==> src/rtl/fnn_stream_pkg.sv <==
// Shared types and default geometry for the pixel-stream transmitter path.
package fnn_stream_pkg;

  typedef enum logic [2:0] {
    IDLE,
    VLEAD,
    LINE,
    HBLANK,
    VTAIL,
    DONE
  } stream_state_t;

  localparam int DEF_COLS       = 28;
  localparam int DEF_ROWS       = 28;
  localparam int DEF_DATA_WIDTH = 16;
  localparam int DEF_FRAC_BITS  = 11;

endpackage

==> src/rtl/stream_timing_gen.sv <==
// Frame/line timing for the pixel stream: VSYNC, HSYNC, row/col counters and
// a fetch strobe that leads each pixel's HSYNC-high cycle by exactly two cycles.
//
// state  | meaning
// IDLE   | waiting for start
// VLEAD  | VSYNC high, before first line (cnt counts down)
// LINE   | HSYNC high, one pixel per cycle (col counts up)
// HBLANK | HSYNC low between lines (cnt counts down)
// VTAIL  | VSYNC high after last line (cnt counts down)
// DONE   | one-cycle frame_done pulse, VSYNC low
module stream_timing_gen
  import fnn_stream_pkg::*;
#(
  parameter int COLS    = DEF_COLS,
  parameter int ROWS    = DEF_ROWS,
  parameter int V_LEAD  = 4,
  parameter int H_BLANK = 4,
  parameter int V_TAIL  = 3
) (
  input  logic clk,
  input  logic rst_n,
  input  logic start,
  output logic busy,
  output logic frame_done,
  output logic vsync,
  output logic hsync,
  output logic fetch
);

  localparam int CNT_MAX = (V_LEAD > H_BLANK) ? ((V_LEAD > V_TAIL) ? V_LEAD : V_TAIL)
                                              : ((H_BLANK > V_TAIL) ? H_BLANK : V_TAIL);
  localparam int CNT_W = $clog2(CNT_MAX + 1);
  localparam int COL_W = (COLS > 1) ? $clog2(COLS) : 1;
  localparam int ROW_W = (ROWS > 1) ? $clog2(ROWS) : 1;

  stream_state_t    state;
  logic [CNT_W-1:0] cnt;
  logic [COL_W-1:0] col;
  logic [ROW_W-1:0] row;

  // Pixel k is fetched when the pixel two cycles ahead will be on the line.
  // Inside a line that is either the same line (col <= COLS-3) or, when the
  // blank is shorter than two cycles, the first pixels of the next line.
  always_comb begin
    fetch = 1'b0;
    case (state)
      VLEAD:   fetch = (cnt <= CNT_W'(1));
      HBLANK:  fetch = (cnt <= CNT_W'(1));
      LINE:    fetch = (int'(col) <= COLS - 3) ||
                       ((int'(row) != ROWS - 1) && (int'(col) >= COLS + H_BLANK - 2));
      default: fetch = 1'b0;
    endcase
  end

  // Frame sequencer with registered sync/status outputs.
  always_ff @(posedge clk) begin
    if (!rst_n) begin
      state      <= IDLE;
      cnt        <= '0;
      col        <= '0;
      row        <= '0;
      busy       <= 1'b0;
      frame_done <= 1'b0;
      vsync      <= 1'b0;
      hsync      <= 1'b0;
    end else begin
      case (state)
        IDLE: begin
          if (start) begin
            state <= VLEAD;
            cnt   <= CNT_W'(V_LEAD - 1);
            busy  <= 1'b1;
            vsync <= 1'b1;
          end
        end
        VLEAD: begin
          if (cnt == '0) begin
            state <= LINE;
            col   <= '0;
            row   <= '0;
            hsync <= 1'b1;
          end else begin
            cnt <= cnt - CNT_W'(1);
          end
        end
        LINE: begin
          if (col == COL_W'(COLS - 1)) begin
            col <= '0;
            if (row == ROW_W'(ROWS - 1)) begin
              state <= VTAIL;
              cnt   <= CNT_W'(V_TAIL - 1);
              hsync <= 1'b0;
            end else if (H_BLANK == 0) begin
              row <= row + ROW_W'(1);
            end else begin
              state <= HBLANK;
              cnt   <= CNT_W'(H_BLANK - 1);
              hsync <= 1'b0;
            end
          end else begin
            col <= col + COL_W'(1);
          end
        end
        HBLANK: begin
          if (cnt == '0) begin
            state <= LINE;
            row   <= row + ROW_W'(1);
            hsync <= 1'b1;
          end else begin
            cnt <= cnt - CNT_W'(1);
          end
        end
        VTAIL: begin
          if (cnt == '0) begin
            state      <= DONE;
            busy       <= 1'b0;
            vsync      <= 1'b0;
            frame_done <= 1'b1;
          end else begin
            cnt <= cnt - CNT_W'(1);
          end
        end
        default: begin
          state      <= IDLE;
          frame_done <= 1'b0;
        end
      endcase
    end
  end

endmodule

==> src/rtl/frame_stream_tx.sv <==
// Streams one ROWS x COLS frame from a synchronous-read frame memory as a
// raster on pixel_out, framed by VSYNC/HSYNC.
// Build option FRAME_STREAM_TX_TEST_PATTERN_EN: pixel_out carries the pixel
// index instead of memory data and the memory is never read; sync timing is
// unchanged.
module frame_stream_tx
  import fnn_stream_pkg::*;
#(
  parameter int dataWidth = DEF_DATA_WIDTH,
  parameter int COLS      = DEF_COLS,
  parameter int ROWS      = DEF_ROWS,
  parameter int V_LEAD    = 4,
  parameter int H_BLANK   = 4,
  parameter int V_TAIL    = 3,
  parameter int ADDR_W    = $clog2(ROWS * COLS)
) (
  input  logic                 clk,
  input  logic                 rst_n,
  input  logic                 start,
  output logic                 busy,
  output logic                 frame_done,
  output logic                 mem_en,
  output logic [ADDR_W-1:0]    mem_addr,
  input  logic [dataWidth-1:0] mem_rdata,
  output logic [dataWidth-1:0] pixel_out,
  output logic                 HSYNC,
  output logic                 VSYNC
);

  logic fetch;
  logic fetch_d;

  stream_timing_gen #(
    .COLS    (COLS),
    .ROWS    (ROWS),
    .V_LEAD  (V_LEAD),
    .H_BLANK (H_BLANK),
    .V_TAIL  (V_TAIL)
  ) u_timing (
    .clk        (clk),
    .rst_n      (rst_n),
    .start      (start),
    .busy       (busy),
    .frame_done (frame_done),
    .vsync      (VSYNC),
    .hsync      (HSYNC),
    .fetch      (fetch)
  );

`ifdef FRAME_STREAM_TX_TEST_PATTERN_EN
  logic [ADDR_W-1:0] addr_q;
  logic              unused_rdata;

  assign mem_en       = 1'b0;
  assign unused_rdata = ^mem_rdata;

  // Index of the pixel fetched last cycle; becomes pixel_out one edge later.
  always_ff @(posedge clk) begin
    if (!rst_n)     addr_q <= '0;
    else if (fetch) addr_q <= mem_addr;
  end
`else
  assign mem_en = fetch;
`endif

  // Address counter: cleared between frames, advances per fetch, never wraps.
  always_ff @(posedge clk) begin
    if (!rst_n || !busy) begin
      mem_addr <= '0;
    end else if (fetch && (mem_addr != ADDR_W'(ROWS * COLS - 1))) begin
      mem_addr <= mem_addr + ADDR_W'(1);
    end
  end

  // Pixel register: loads the read data one cycle after the fetch, otherwise holds.
  always_ff @(posedge clk) begin
    if (!rst_n) begin
      fetch_d   <= 1'b0;
      pixel_out <= '0;
    end else begin
      fetch_d <= fetch;
      if (fetch_d) begin
`ifdef FRAME_STREAM_TX_TEST_PATTERN_EN
        pixel_out <= dataWidth'(addr_q);
`else
        pixel_out <= mem_rdata;
`endif
      end
    end
  end

endmodule

==> config.mk <==
export PLATFORM = sky130hd
export DESIGN_NAME = frame_stream_tx
export DESIGN_NICKNAME = d
export VERILOG_FILES = /design/src/rtl/fnn_stream_pkg.sv /design/src/rtl/stream_timing_gen.sv /design/src/rtl/frame_stream_tx.sv
export SDC_FILE = /design/constraint.sdc
export NUM_CORES = 1
export LEC_CHECK = 0
export CORE_MARGIN = 3
export CORE_UTILIZATION = 40
export CTS_CLUSTER_DIAMETER = 150
export DETAILED_ROUTE_END_ITERATION = 8
export GPL_TIMING_DRIVEN = 0
export PLACE_DENSITY_LB_ADDON = 0.12
export SLEW_MARGIN = 20
export SYNTH_ARGS = -nofsm -noshare
export SYNTH_HDL_FRONTEND = slang
export SYNTH_SLANG_ARGS = --single-unit
==> constraint.sdc <==
create_clock -name clk -period 1.8 [get_ports clk]
set_input_delay 0.36 -clock clk [delete_from_list [all_inputs] [get_ports clk]]
set_output_delay 0.36 -clock clk [all_outputs]
set_load 0.05 [all_outputs]
==> impl_metrics.env <==
export IMPL_worst_pin_slew_ns=0.575
export IMPL_core_mm2=0.00530
export IMPL_crit_fanout=6
export IMPL_leakage_uw=0.00136
export IMPL_antennaDiodeCount=0
export IMPL_fin_util=0.629
export IMPL_synthAdderAreaFrac=0.0442
export IMPL_synth_cell_types=46
export IMPL_violations="setup timing"
export IMPL_synth_area_top_cells="dfxtp_1 41%, mux2i_1 8.8%, nor2_1 6.5%"
export IMPL_cts_made_buffers=5
export IMPL_initialDrtViolationCount=108
export IMPL_rows=26
export IMPL_final_cell_area_mm2=0.00334
export IMPL_dominantRegCellSynth="dfxtp_1"
export IMPL_hold_viol=0
export IMPL_endpoint_kind="register"
export IMPL_netlist_instances=264
export IMPL_r2r_cells=9
export IMPL_ys_seq_elements=46
export IMPL_hold_depth=3
export IMPL_synthXorXnorAreaFrac=0.00774
export IMPL_worstHoldStart="rst_n"
export IMPL_synth_top_area_share=0.407
export IMPL_grt_pass1_vias=2059
export IMPL_max_slew_margin=0.617
export IMPL_nets=369
export IMPL_final_common_cell="nor2_1"
export IMPL_drc=0
export IMPL_grt_usage=0.182
export IMPL_nFillCells=483
export IMPL_antenna_found_initial=0
export IMPL_synth_seq_area_share=0.407
export IMPL_cts_tree="built"
export IMPL_syn_area_mm2=0.00226
export IMPL_grt_max_degree=15
export IMPL_postRouteAntennaNets=0
export IMPL_synth_top_cell_by_area="dfxtp_1"
export IMPL_r2r_slack_ns=-0.24
export IMPL_final_cell_mix="38 x nor2_1, 36 x dfxtp_1, 30 x dlygate4sd2_1"
export IMPL_grt_pass1_wl_mm=9.50
export IMPL_crit_start="u_timing.cnt[1]$_SDFFE_PN0P_"
export IMPL_clockRootBuffer="clkbuf_8"
export IMPL_numPortBuffers=48
export IMPL_power_density_mw_per_mm2=1180
export IMPL_die_w_um=81.2
export IMPL_worst_slack_ns=-0.235
export IMPL_cts_sinks=46
export IMPL_crit_type="reg2reg"
export IMPL_place_hpwl_mm=3.73
export IMPL_die_area_mm2=0.00660
export IMPL_dieHeight_um=81.2
export IMPL_drv_slew=0
export IMPL_peakVddDrop_mv=0.743
export IMPL_wl_mm=5.87
export IMPL_status="finished, violations left"
export IMPL_min_path_type="in2reg"
export IMPL_gp_congestion=0.831
export IMPL_cp_arrival_ns=2.25
export IMPL_synth_area_per_cell_um2=8.57
export IMPL_detail_route_wl_per_cell_um=14.2
export IMPL_clk_path_buf_depth=2
export IMPL_cp_required_ns=2.02
export IMPL_place_area_mm2=0.00284
export IMPL_dr_pass1_iters=4
export IMPL_cts_clk_slew_worst_paths_ns=0.08
export IMPL_synth_edf_count=0
export IMPL_start_util=0.427
export IMPL_clk_insertion_delay_late_ns=0.30
export IMPL_rsz0062_at_grt="true"
export IMPL_r2r_start="u_timing.cnt[1]$_SDFFE_PN0P_"
export IMPL_cap_violations=0
export IMPL_min_period_over_period=1.13
export IMPL_grt_ovfl_total=0
export IMPL_synth_fp_nets=291
export IMPL_h_tree_depth=2
export IMPL_dp_cells=382
export IMPL_vias=2203
export IMPL_setup_viol=11
export IMPL_io_pins=50
export IMPL_r2r_end="mem_addr[0]$_SDFFE_PP0P_"
export IMPL_synth_async_reset_ratio=0
export IMPL_hold_path_end="u_timing.frame_done$_SDFFE_PN0P_"
export IMPL_syn2layout_area_growth_pct=47.4
export IMPL_max_freq_mhz=491
export IMPL_muxShareOfSynthArea=0.0884
export IMPL_synth_compound_area_frac=0.164
export IMPL_ctsHoldBuffers=0
export IMPL_drive_gt1_frac=0.262
export IMPL_synth_top_family_by_area="simple AND/OR/NAND/NOR gates"
export IMPL_finClkSkew_ns=0.00729
export IMPL_final_cells=413
export IMPL_start_kind="register"
export IMPL_ys_warn_count=0
export IMPL_vias_per_cell=5.33
export IMPL_synth_simple_area_share=0.244
export IMPL_min_period_ns=2.04
report_power, final:
group | total [µW] | switching [µW] | internal (µW)
Sequential | 1310 | 133 | 1180
Clock | 619 | 345 | 274
Combinational | 2010 | 1210 | 798
Total | 3940 | 1690 | 2250
what timing repair did:
| action | CTS | global route |
|---|---|---|
| pin swaps | 22 | 6 |
| buffers inserted | 19 | 4 |
| gates resized for setup | 79 | 33 |
| endpoints found under the setup margin | 47 | 35 |
metal layers:
metal	track usage	vias up	routed length (µm)
met2	0.291	58	2840
met5	0	-	0
li1	-	1111	-
met3	0.0377	6	291
met1	0.246	1028	2690
met4	0.0541	0	53
cell type report:
class / count / area, µm² / share of cell area
Buffer: 14 / 87.6 / 0.0263
Clock buffer: 6 / 72.6 / 0.0218
Clock inverter: 2 / 13.8 / 0.00413
Inverter: 8 / 32.5 / 0.00975
Multi-Input combinational cell: 196 / 1460 / 0.438
Sequential cell: 46 / 938 / 0.281
Tap cell: 70 / 87.6 / 0.0263
Timing Repair Buffer: 71 / 643 / 0.193
sequential cells by signal, indices dropped and copies added, names as in the netlist:
name and cells:
fetch_d 1, u_timing.state 3, u_timing.row 5, u_timing.hsync 1, mem_addr 10, pixel_out 16
u_timing.col 5, u_timing.busy 1, u_timing.frame_done 1, u_timing.cnt 3
cell families (layout without fill, tap and decap cells):
logic type	Yosys count	in the layout
muxes	20	20
buffers and inverters	22	101
and+or+nand+nor	107	107
adders and majority gates	8	8
DFF	46	46
AOI/OAI and AO/OA	59	59
xor gates and xnor gates	2	2
metrics by stage:
stage	hold slack, ns	setup TNS (ns)	power, µW	setup slack, ns
final	0.472	-1.46	3940	-0.235
after global routing	0.512	-2.08	4190	-0.290
after CTS	0.455	-1.27	3800	-0.233
after detailed placement	0.466	-2.93	2960	-0.782
after global placement	0.459	-2.95	2950	-0.747
after floorplan	0.449	-0.220	2500	-0.101
worst max-delay path by stage:
stage,end,slack [ns]
3_5_place_dp,mem_en,-0.78
4_1_cts,mem_en,-0.23
6_report,mem_addr[0]$_SDFFE_PP0P_,-0.24
3_3_place_gp,mem_en,-0.75
5_1_grt,mem_en,-0.29
2_1_floorplan,mem_addr[7]$_SDFFE_PP0P_,-0.10
worst max-delay path, stage by stage, from the launching register on:
cell     delay, ns
dfxtp_2       0.34
inv_2         0.07
ha_4          0.13
o21ba_4       0.15
or3_4         0.37
and3_4        0.17
buf_6         0.13
buf_6         0.11
or3_4         0.38
a21oi_2       0.12
Yosys cell counts (3+ instances only):
cell,number
nand2_1,19
o31ai_1,3
or3_1,3
nor2b_1,3
mux2i_1,20
inv_1,8
dfxtp_1,46
or4_1,3
nor2_1,39
a21oi_1,23
and3_1,3
nand3_1,11
clkbuf_1,11
ha_1,8
nand2b_1,7
nand4_1,3
o21ai_0,11
o22ai_1,3
No activity file was read; power rests on OpenSTA's default activity.
==> RTL change, RTL diff (same flow settings) <==
The 6 states of `stream_state_t` get a Gray code encoding in 3 bits.
--- a/src/rtl/fnn_stream_pkg.sv
+++ b/src/rtl/fnn_stream_pkg.sv
@@ -4,8 +4,8 @@
   typedef enum logic [2:0] {
-    IDLE,
-    VLEAD,
-    LINE,
-    HBLANK,
-    VTAIL,
-    DONE
+    IDLE   = 3'b000,
+    VLEAD  = 3'b001,
+    LINE   = 3'b011,
+    HBLANK = 3'b010,
+    VTAIL  = 3'b110,
+    DONE   = 3'b111
   } stream_state_t;
Behaviour: same outputs for any inputs over 10 cycles, from zero or initial values and one cycle with rst_n low; not proved beyond that.
==> RTL change against the original RTL <==
- the run still ends with negative setup slack left
- power shrank 26%
- wire length shrank 8.5%
- final area shrank 6.8%
- fmax shrank 9.3%
- clock power grew 5.7%
- synthesized area shrank 1.2%
- sequential cell count is the same
- worst setup slack lost 0.21 ns
- largest power group is now sequential cells
==> RTL change: results (changes against the original RTL) <==
result of the run finished, violations left (unchanged); failing checks negative setup slack (unchanged); number of cell instances on the worst register-to-register path 8 (was 9); Storage cell area 936 um2 (was 938 um2); total length of routed wires 5370 um (was 5870 um); normalized max-slew margin 0.648 (was 0.617); worst-case setup margin in the final layout -0.445 ns (was -0.235 ns); Total Nets Final 352 (was 369); total global-route track usage 0.167 (was 0.182); total of endpoints with negative setup slack in the final report 11 (unchanged); dpl ws -0.878 ns (was -0.782 ns); endpoint of the most critical setup path mem_en (was mem_addr[0]); wire length per cell after detailed routing 13.6 um (was 14.2 um); Cell variety after synth 52 (was 46); estimated wirelength of the detail-placed design 3660 um (was 3730 um); worst-path fanout max 2 (was 6); standard cell area after detailed placement 0.00284 mm2 (about the same); cell types occupying the most area after synthesis sky130_fd_sc_hd__dfxtp_1 41%, sky130_fd_sc_hd__mux2i_1 8.1%, sky130_fd_sc_hd__nor2_1 6.0%, sky130_fd_sc_hd__a21oi_1 4.5%, sky130_fd_sc_hd__ha_1 4.5% (was sky130_fd_sc_hd__dfxtp_1 41%, sky130_fd_sc_hd__mux2i_1 8.8%, sky130_fd_sc_hd__nor2_1 6.5%, sky130_fd_sc_hd__a21oi_1 5.1%, sky130_fd_sc_hd__ha_1 4.4%); Hold/Removal Path Class reg -> reg (was in -> reg); arrival time at the worst endpoint 1.88 ns (was 2.25 ns); share of layout cells above drive strength 1 0.181 (was 0.262); DRC violation total after the first TritonRoute iteration 57 (was 108); longest individual stage delay on the worst path 0.36 ns (was 0.38 ns); number of global-route vias before repair 1852 (was 2059); worst clock skew 0.00199 ns (was 0.00729 ns); worst hold-check slack 0.489 ns (was 0.472 ns); wire length of the first global-routing pass 8630 um (was 9500 um); worst setup path start u_timing.row[1] (was u_timing.cnt[1]); startpoint of the worst hold path pixel_out[8] (was rst_n); filler instances 518 (was 483); I/O Buffers 49 (was 48); share of synthesized area occupied by flip-flops and latches 0.412 (was 0.407); average size of a mapped cell 8.77 um2 (was 8.57 um2); cell with the largest stage delay on the worst path sky130_fd_sc_hd__dfxtp_4 (was sky130_fd_sc_hd__or3_4); maximum VDD drop 587 uV (was 743 uV)
-- RTL change: routing by layer --
metal,up-vias,routed length [um],track usage
met5,-,0,0
met4,0,57,0.0541
met3,6,237,0.0355
met2,37,2540,0.259
met1,971,2540,0.232
li1,1047,-,-
-- RTL change: logic make-up (layout without fill, tap and decap cells) --
| logic type | Yosys count | count (layout) | synth area share |
|---|---|---|---|
| flip-flops | 46 | 46 | 0.412 |
| adder cells (fa/ha/maj) | 8 | 8 | 0.0448 |
| AO/OA/AOI/OAI | 57 | 57 | 0.162 |
| XOR/XNOR | 6 | 6 | 0.0235 |
| multiplexers | 18 | 18 | 0.0806 |
| AND/OR/NAND/NOR | 97 | 97 | 0.232 |
| buffers and inverters | 23 | 94 | 0.0459 |
-- RTL change: area by class of cell --
cell class | instances | share of cell area
buffer | 13 | 0.0221
clock inverter | 2 | 0.00403
multi-input combinational | 186 | 0.417
timing repair buffer | 63 | 0.187
inverter | 10 | 0.0133
clock buffer | 6 | 0.0266
tap | 70 | 0.0282
sequential | 46 | 0.301
-- RTL change: worst max-delay path: cells and delay by family (launching register included) --
kind	cells	cell delay, ns
flops	1	0.36
simple gates	3	0.74
fa+ha+maj	1	0.15
buf+inv	3	0.34
-- RTL change: through the flow --
stage | power, uW | setup TNS [ns]
after floorplan | 1880 | -0.786
after global placement | 2160 | -2.06
after detailed placement | 2160 | -2.19
after CTS | 2870 | -2.40
after global routing | 3070 | -2.75
final | 2900 | -2.21
-- RTL change: power breakdown --
part           internal, uW  switching (uW)  leakage (uW)  total [uW]
clock network           309             345     0.0000472         654
registers              1100            52.2      0.000377        1150
logic                   438             655      0.000865        1090
total                  1850            1050       0.00129        2900
-- RTL change: what timing repair did --
item | CTS | global route
setup endpoints to repair | 38 | 31
resized for setup | 44 | 24
buffers inserted | 8 | 6
pin swaps | 7 | 9
